## src/rtl/sdr_16_rx_path.sv

```systemverilog
`default_nettype none
// ============================================================================
// Module      : sdr_16_rx_path
// Description : SDR-16 read return path: CAS-latency tracking, beat packing,
//               tagged FWFT return FIFO and read-issue credit.
// Revision    : 1.0
// ============================================================================
module sdr_16_rx_path #(
    parameter int CL    = 2,
    parameter int DEPTH = 8,
    parameter int AW    = 3
) (
    input  logic          clk,
    input  logic          rst_n,
    input  logic          rd_cmd_i,
    input  logic [2:0]    rd_sel_i,
    input  logic [15:0]   dq_pad_i,
    output logic          rd_ok_o,
    output logic [31:0]   rx_dat_o,
    output logic [2:0]    rx_sel_o,
    output logic          rx_valid_o,
    input  logic          rx_re_i,
    output logic [AW:0]   rx_count_o,
    output logic          err_o
);

    localparam int          c_plen  = CL + 2;
    localparam logic [AW:0] c_depth = (AW+1)'(DEPTH);
    localparam logic [AW:0] c_one   = (AW+1)'(1);

    logic [c_plen-1:0] r_pipe_vld;
    logic [2:0]        r_pipe_tag [c_plen];
    logic [15:0]       r_dq_in;
    logic [31:0]       r_word;
    logic [34:0]       r_mem [DEPTH];
    logic [AW:0]       r_wptr;
    logic [AW:0]       r_rptr;
    logic              r_err;

    logic [AW:0]       w_count;
    logic [AW+1:0]     w_inflight;
    logic [AW+1:0]     w_occupancy;
    logic [34:0]       w_head;
    logic              w_empty;
    logic              w_full;
    logic              w_accept;
    logic              w_cmd_err;
    logic              w_we;
    logic              w_wr_err;
    logic              w_pop;

    // Every valid pipe stage is a read whose word has not reached the FIFO yet.
    always_comb begin
        w_inflight = '0;
        for (int i = 0; i < c_plen; i++) begin
            w_inflight = w_inflight + {{(AW+1){1'b0}}, r_pipe_vld[i]};
        end
    end

    assign w_count     = r_wptr - r_rptr;
    assign w_empty     = (w_count == '0);
    assign w_full      = (w_count == c_depth);
    assign w_occupancy = {1'b0, w_count} + w_inflight;
    assign rd_ok_o     = (w_occupancy < {1'b0, c_depth});

    assign w_accept  = rd_cmd_i & rd_ok_o & ~r_pipe_vld[0];
    assign w_cmd_err = rd_cmd_i & ~w_accept;
    assign w_we      = r_pipe_vld[c_plen-1] & ~w_full;
    assign w_wr_err  = r_pipe_vld[c_plen-1] & w_full;
    assign w_pop     = rx_re_i & ~w_empty;

    always_ff @(posedge clk) begin
        if (!rst_n) begin
            r_pipe_vld <= '0;
            r_wptr     <= '0;
            r_rptr     <= '0;
            r_err      <= 1'b0;
        end else begin
            r_pipe_vld <= {r_pipe_vld[c_plen-2:0], w_accept};
            if (w_we) begin
                r_wptr <= r_wptr + c_one;
            end
            if (w_pop) begin
                r_rptr <= r_rptr + c_one;
            end
            if (w_cmd_err | w_wr_err) begin
                r_err <= 1'b1;
            end
        end
    end

    // Data path carries no reset; only the valid bits qualify it.
    always_ff @(posedge clk) begin
        r_pipe_tag[0] <= rd_sel_i;
        for (int i = 1; i < c_plen; i++) begin
            r_pipe_tag[i] <= r_pipe_tag[i-1];
        end
        r_dq_in <= dq_pad_i;
        if (r_pipe_vld[CL]) begin
            r_word <= {r_dq_in, dq_pad_i};
        end
        if (w_we) begin
            r_mem[r_wptr[AW-1:0]] <= {r_pipe_tag[c_plen-1], r_word};
        end
    end

    assign w_head     = r_mem[r_rptr[AW-1:0]];
    assign rx_dat_o   = w_head[31:0];
    assign rx_sel_o   = w_head[34:32];
    assign rx_valid_o = ~w_empty;
    assign rx_count_o = w_count;
    assign err_o      = r_err;

endmodule
`default_nettype wire

```

## config.mk

```make
export PLATFORM = sky130hd
export DESIGN_NAME = sdr_16_rx_path
export DESIGN_NICKNAME = d
export VERILOG_FILES = /design/src/rtl/sdr_16_rx_path.sv
export SDC_FILE = /design/constraint.sdc
export NUM_CORES = 1
export LEC_CHECK = 0
export ABC_AREA = 1
export BUFFER_PORTS_ARGS = -buffer_cell sky130_fd_sc_hd__buf_2
export CORE_UTILIZATION = 60
export DETAILED_ROUTE_END_ITERATION = 7
export GPL_ROUTABILITY_DRIVEN = 0
export PLACE_DENSITY_LB_ADDON = 0.25
export RECOVER_POWER = 50
export SLEW_MARGIN = 40
export SYNTH_ARGS = -nofsm -noshare
export SYNTH_HDL_FRONTEND = slang
export SYNTH_SLANG_ARGS = --single-unit
```

## constraint.sdc

```tcl
create_clock -name clk -period 10.36 [get_ports clk]
set_input_delay 2.072 -clock clk [delete_from_list [all_inputs] [get_ports clk]]
set_output_delay 2.072 -clock clk [all_outputs]
set_load 0.03 [all_outputs]
```

* Word level (Yosys, flattened, before mapping)
Memory sizes are Yosys's and may differ from the RTL's. A register that Yosys moved wholly into a read port is not among the register bits.
Cells that the tools add are included.
** Storage, ports and cells
- Memory bits (writable) :: 292
- Input bits :: 23
- Bits in registers :: 61
- Memories kept :: 2
** Cells by class
- Equal/unequal tests :: 1
- $lt $le $gt $ge :: 1
- Bitwise gates (word level) :: 11
- Add/sub/neg operators :: 7
- Reduce and logical (&&, ||, !) cells :: 1
- Mux-type cells :: 4
** Memories
- r_mem :: words 8, bits a word 35, read ports 1, clocked after Yosys merged registers in 1, write ports 1, RTL line 35 : logic [34:0] r_mem [DEPTH];
- r_pipe_tag :: words 4, bits a word 3, read ports 4, clocked after Yosys merged registers in 0, write ports 4, RTL line 32 : logic [2:0] r_pipe_tag [c_plen];
** Operators by type and width (number)
- adder 4 x 1 -> 4 bit, second input constant :: 2
- AND 1 bit :: 6
- 2-to-1 mux 3 bit :: 2
- adder 4 x 4 -> 5 bit :: 1
- < comparator 5 x 4 -> 1 bit, second input constant :: 1
- adder 3 x 1 -> 4 bit :: 1
- == test 4 bit, second input constant :: 1
- logical NOT 4 bit :: 1
- NOT 1 bit :: 4
- subtractor 4 bit :: 1
- adder 2 x 1 -> 3 bit :: 1
- adder 1 x 1 -> 2 bit :: 1
- 2-to-1 mux 1 bit :: 2
- OR 1 bit :: 1

* Depth between registers and ports, before layout
- Depth in word-level cells :: 10
- Depth in mapped cells :: 13
- Mapped depth without buffers :: 13

* Least setup slack after synthesis
Ideal clock, no wire load.
- Kind :: register -> register
- From :: register r_wptr[0]
- To :: memory r_mem[6][0] (enable)
- Data arrival time :: 4303 ps
- Setup slack :: 5586 ps
- Setup time :: 471 ps
- Cell stages (with the launch flop) :: 10
- Path through :: dfxtp_1 -> inv_1 -> ha_1 -> inv_1 -> fa_1 -> xor2_2 -> nor2_4 -> nand2_4 -> nand3_1 -> nor3_1
** On the way
- Longest elaborated chain between the ends :: 6
** Ends and longest elaborated chain
- from (decl) :: RTL line 36 : logic [AW:0] r_wptr;
- from (signal assigned) :: RTL line 81 : r_wptr <= r_wptr + c_one;
- subtractor 4 bit :: RTL line 60 : assign w_count = r_wptr - r_rptr;
- named net rx_count_o[2] :: RTL line 23 : output logic [AW:0] rx_count_o,
- == test 4 bit :: RTL line 62 : assign w_full = (w_count == c_depth);
- NOT 1 bit :: RTL line 68 : assign w_we = r_pipe_vld[c_plen-1] & ~w_full;
- AND 1 bit :: RTL line 68
- 2-to-1 mux 1 bit :: RTL line 102 : if (w_we) begin
- 2-to-1 mux 1 bit (not written as such) :: RTL line 103 : r_mem[r_wptr[AW-1:0]] <= {r_pipe_tag[c_plen-1], r_word};
- to (decl) :: RTL line 35
The timed path passes the listed nets, and every way through them passes these cells.

* Worst setup path after layout
- From :: register r_pipe_vld[2]
- To :: output rd_ok_o
** On the way
- Longest elaborated chain between the ends :: 4
** Ends and longest elaborated chain
- from (decl) :: RTL line 31 : logic [c_plen-1:0] r_pipe_vld;
- from (signal assigned) :: RTL line 79 : r_pipe_vld <= {r_pipe_vld[c_plen-2:0], w_accept};
- adder 2 x 1 -> 3 bit :: RTL line 56 : w_inflight = w_inflight + {{(AW+1){1'b0}}, r_pipe_vld[i]};
- adder 3 x 1 -> 4 bit :: RTL line 56
- adder 4 x 4 -> 5 bit :: RTL line 63 : assign w_occupancy = {1'b0, w_count} + w_inflight;
- < comparator 5 x 4 -> 1 bit :: RTL line 64 : assign rd_ok_o = (w_occupancy < {1'b0, c_depth});
- to (decl) :: RTL line 18 : output logic rd_ok_o,
Every way passes these cells.

==> reports/results.tsv <==
stage	metric	value	unit
cells_and_area	FF/Latch Area	10260	um2
setup_path	Worst path max stage delay	1.36	ns
worst_hold_path	Worst Hold End	r_pipe_tag[3][1]	
logic_synthesis	register area share after synthesis	77.09	%
timing	crit share post-route	51.81	%
die	initial core utilization	61.12	%
setup_path	critical path class	reg2out	
cells_and_area	nets	1074	
setup_path	WP data required	8.29	ns
logic_synthesis	synthesized cell area	13300	um2
global_route	initial antenna violation count	0	
setup_path	Worst path most repeated cell	nand2_1	
setup_path	CP Launch Type	flip-flop	
setup_path	CP endpoint kind	output port	
logic_synthesis	largest cells by area after synthesis	edfxtp_1, dfxtp_1, nor2_1, o32ai_1, nand2_1	
global_route	first-pass GRT wire length	40.60	mm
cts	Hold Buf Count CTS	0	
timing	crit path time final	5.367	ns
timing	Final Hold Viols	0	
routing	vias per cell	5.816	
timing	RSZ-0062 raised after global routing	no	
pwr	leakage power	0.005198	uW
setup_path	R2R Path End	r_mem[6][18]	
timing	Fmax	0.1863	GHz
cells_and_area	n_diodes	0	
routing	First-pass DRT Iterations	5	
cts	clk_lat worst skew	0.50	ns
global_route	grt total ovfl	0	
routing	DR vias	7840	
routing	Post-route DRC	0	
logic_synthesis	post-synth cell types	27	
global_route	Tot GR Track Use	24.04	%
run	max-cap check violation count	1	
setup_path	R2R setup slack	6.73	ns
setup_path	Worst Path Arrival	3.30	ns
die	DIE HEIGHT	150.9	um
logic_synthesis	Synth Warn #	0	
pwr	pwr/cell area	217.9	nW/um2
logic_synthesis	Adder-Cell Fraction of Synth Area	0.9598	%
logic_synthesis	Yosys top cell area share	70.46	%
timing	TNS Setup	0	ns
die	Ports	65	
logic_synthesis	largest family of logic cells by synthesized area	simple AND/OR/NAND/NOR gates	
routing	Iteration-0 DRC Markers	705	
cts	Max clock buf depth	3	
setup_path	Worst Path Buf+Inv	1	
timing	final hold slack	0.3249	ns
setup_path	slowest cell on the critical path	dfxtp_1	
outcome	status	finished, violations left	
routing	WL/cell	19.81	um
worst_hold_path	Hold Path Depth	0	
place	IO buf count	64	
outcome	failing checks	capacitance limit, slew limit	
logic_synthesis	Synth Area in XOR/XNOR	0.3858	%
cells_and_area	Filler Cells Inserted	1475	
die	Die Wd	150.9	um
cts	cts bufs inserted	35	
cts	Root Buffer	clkbuf_16	
setup_path	Crit Path Max Fanout	34	
die	Core Region	21760	um2
pwr	Max VDD drop	174.3	uV
cells_and_area	share of cells above drive strength 1	12.45	%
setup_path	R2R depth	10	
logic_synthesis	Syn Area/Cell	13.61	um2
logic_synthesis	Post-Synthesis Cells	977	
worst_hold_path	Worst Hold Class	reg2reg	
timing	Final WS setup	4.993	ns
routing	Detailed Route WL	26.71	mm
die	num rows	54	
routing	Final ANT Viol Nets	0	
timing	Slew @ Worst Pin	1.547	ns
cts	CTS tree	yes	
cts	H-tree depth reported by CTS	2	
setup_path	critical path cell sequence	fa_1 > ha_1 > nand2_1 > nand2_1 > nand2_1 > nand2_1 > a21oi_1 > buf_2	
cts	PostCTS Resize Cnt	0	
setup_path	CP delay by family, top	flip-flops	
worst_hold_path	Worst Hold Launch	r_pipe_tag[2][1]	
logic_synthesis	Yosys reg bits	356	
setup_path	Reg2Reg Launch Point	r_wptr[0]	
logic_synthesis	dominant cell type by area after synthesis	edfxtp_1	
global_route	largest net degree at the start of global routing	101	
place	Setup WS pre-CTS	5.791	ns
logic_synthesis	Simple-Gate Fraction of Synth Area	11.28	%
logic_synthesis	Syn Nets	1009	
timing	Final Max Tran Viols	35	
cts	Clock Sinks	356	
die	die area	22760	um2
cells_and_area	Multi-input gate area	2753	um2
place	dpl hpwl	14.26	mm
timing	skew final	0.01045	ns
logic_synthesis	mux cell area share after synthesis	0	%
cts	Reg clk slew, reported paths	0.06	ns
cells_and_area	area grow syn2layout	12.49	%
logic_synthesis	Compound-Gate Fraction of Synth Area	7.697	%
global_route	vias in the first global route	7300	
timing	max_slew headroom	-3.304	%
timing	# setup viols final	0	
cts	Post-CTS Setup Bufs	0	
==> cells in the final DEF, fill, tap and decap left out, types with 4 or more instances in the layout <==
master | netlist | layout
edfxtp_1 | 312 | 312
nor2_1 | 221 | 217
nand2_1 | 134 | 134
o21ai_0 | 70 | 70
o32ai_1 | 70 | 70
buf_2 | 20 | 50
dfxtp_1 | 44 | 42
clkbuf_16 | 0 | 37
clkbuf_1 | 24 | 26
inv_1 | 19 | 19
buf_4 | 0 | 15
nand3_1 | 12 | 12
a21oi_1 | 9 | 9
clkinv_1 | 3 | 8
ha_1 | 7 | 7
nor2_4 | 1 | 5
clkinv_2 | 0 | 5
nand2_4 | 4 | 4
nor3_2 | 0 | 4
xor2_1 | 4 | 4
==> worst register-to-register path: stages (launching register included) <==
cell,delay [ns]
dfxtp_1,0.34
inv_1,0.19
ha_1,0.18
inv_1,0.07
fa_1,0.41
xor2_2,0.29
nor2_4,0.09
nand2_4,0.11
nand3_1,0.30
nor3_2,0.66
buf_4,0.62
==> flip-flops by register name, summed over array words and instances (netlist names), named ones only <==
register and cells:
r_mem 280, r_word 32, r_dq_in 16, r_pipe_tag 12, r_pipe_vld 4, r_rptr 4, r_wptr 4, err_o 1
==> how the worst max path moves through the flow <==
stage                   from            to  cells after the start
6_report       r_pipe_vld[2]       rd_ok_o                      8
2_1_floorplan      r_wptr[0]   r_mem[6][0]                      9
3_5_place_dp       flip-flop   rx_dat_o[5]                      7
4_1_cts            flip-flop  rx_dat_o[16]                      7
5_1_grt        r_pipe_vld[2]       rd_ok_o                      8
3_3_place_gp       flip-flop  rx_dat_o[19]                      7
==> per-layer routing <==
layer	up-vias	track usage, %	routed length [um]
met1	3819	34.80	11480
met3	45	3.855	2024
met5	-	0	0
met2	321	37.94	12680
li1	3655	-	-
met4	0	7.300	520
==> through the flow <==
step / util [%] / power [uW] / instance area [um2] / cells
5_1_grt: 68.75 / 3375 / 14960 / 1348
2_1_floorplan: - / 1980 / 13300 / 977
3_5_place_dp: 63.87 / 2099 / 13890 / 1285
3_3_place_gp: 63.85 / 2090 / 13890 / 1285
6_report: 68.75 / 3258 / 14960 / 1348
4_1_cts: 68.83 / 3280 / 14980 / 1348
==> final cells by class <==
type | instances | area share (%)
clock inverters | 12 | 0.5521
well taps | 280 | 2.342
flip-flops and latches | 356 | 68.58
inverters | 23 | 0.5939
repair buffers | 80 | 2.853
clock buffers | 51 | 6.676
multi-input cells | 546 | 18.40
==> Yosys cell counts <==
| cell type | n |
|---|---|
| a21oi_1 | 9 |
| fa_1 | 2 |
| dfxtp_1 | 44 |
| xor2_2 | 1 |
| buf_6 | 5 |
| o32ai_1 | 70 |
| inv_2 | 1 |
| buf_2 | 20 |
| or2_2 | 1 |
| xor2_1 | 4 |
| edfxtp_1 | 312 |
| nor2_1 | 221 |
| nor3_1 | 4 |
| nor2_4 | 1 |
| buf_1 | 3 |
| nand2_4 | 4 |
| or2_1 | 1 |
| ha_1 | 7 |
| clkbuf_1 | 24 |
| inv_1 | 19 |
| o21bai_1 | 2 |
| nand2_2 | 2 |
| o21ai_0 | 70 |
| clkinv_1 | 3 |
| nand2_1 | 134 |
| nand3_1 | 12 |
| nor2_2 | 1 |
==> logic make-up after synthesis <==
kind of cell / Yosys count
xor+xnor: 5
fa+ha+maj: 9
compound gates: 151
simple gates: 381
flops: 356
buf+inv: 75
==> report_power, final <==
part           switching [uW]  total (uW)  internal, uW  leakage [uW]
Sequential               41.3        1610          1570       0.00317
Clock                     494        1190           695      0.000531
Combinational             323         463           141       0.00149
Note: power is estimated with default switching activity, not from simulation.
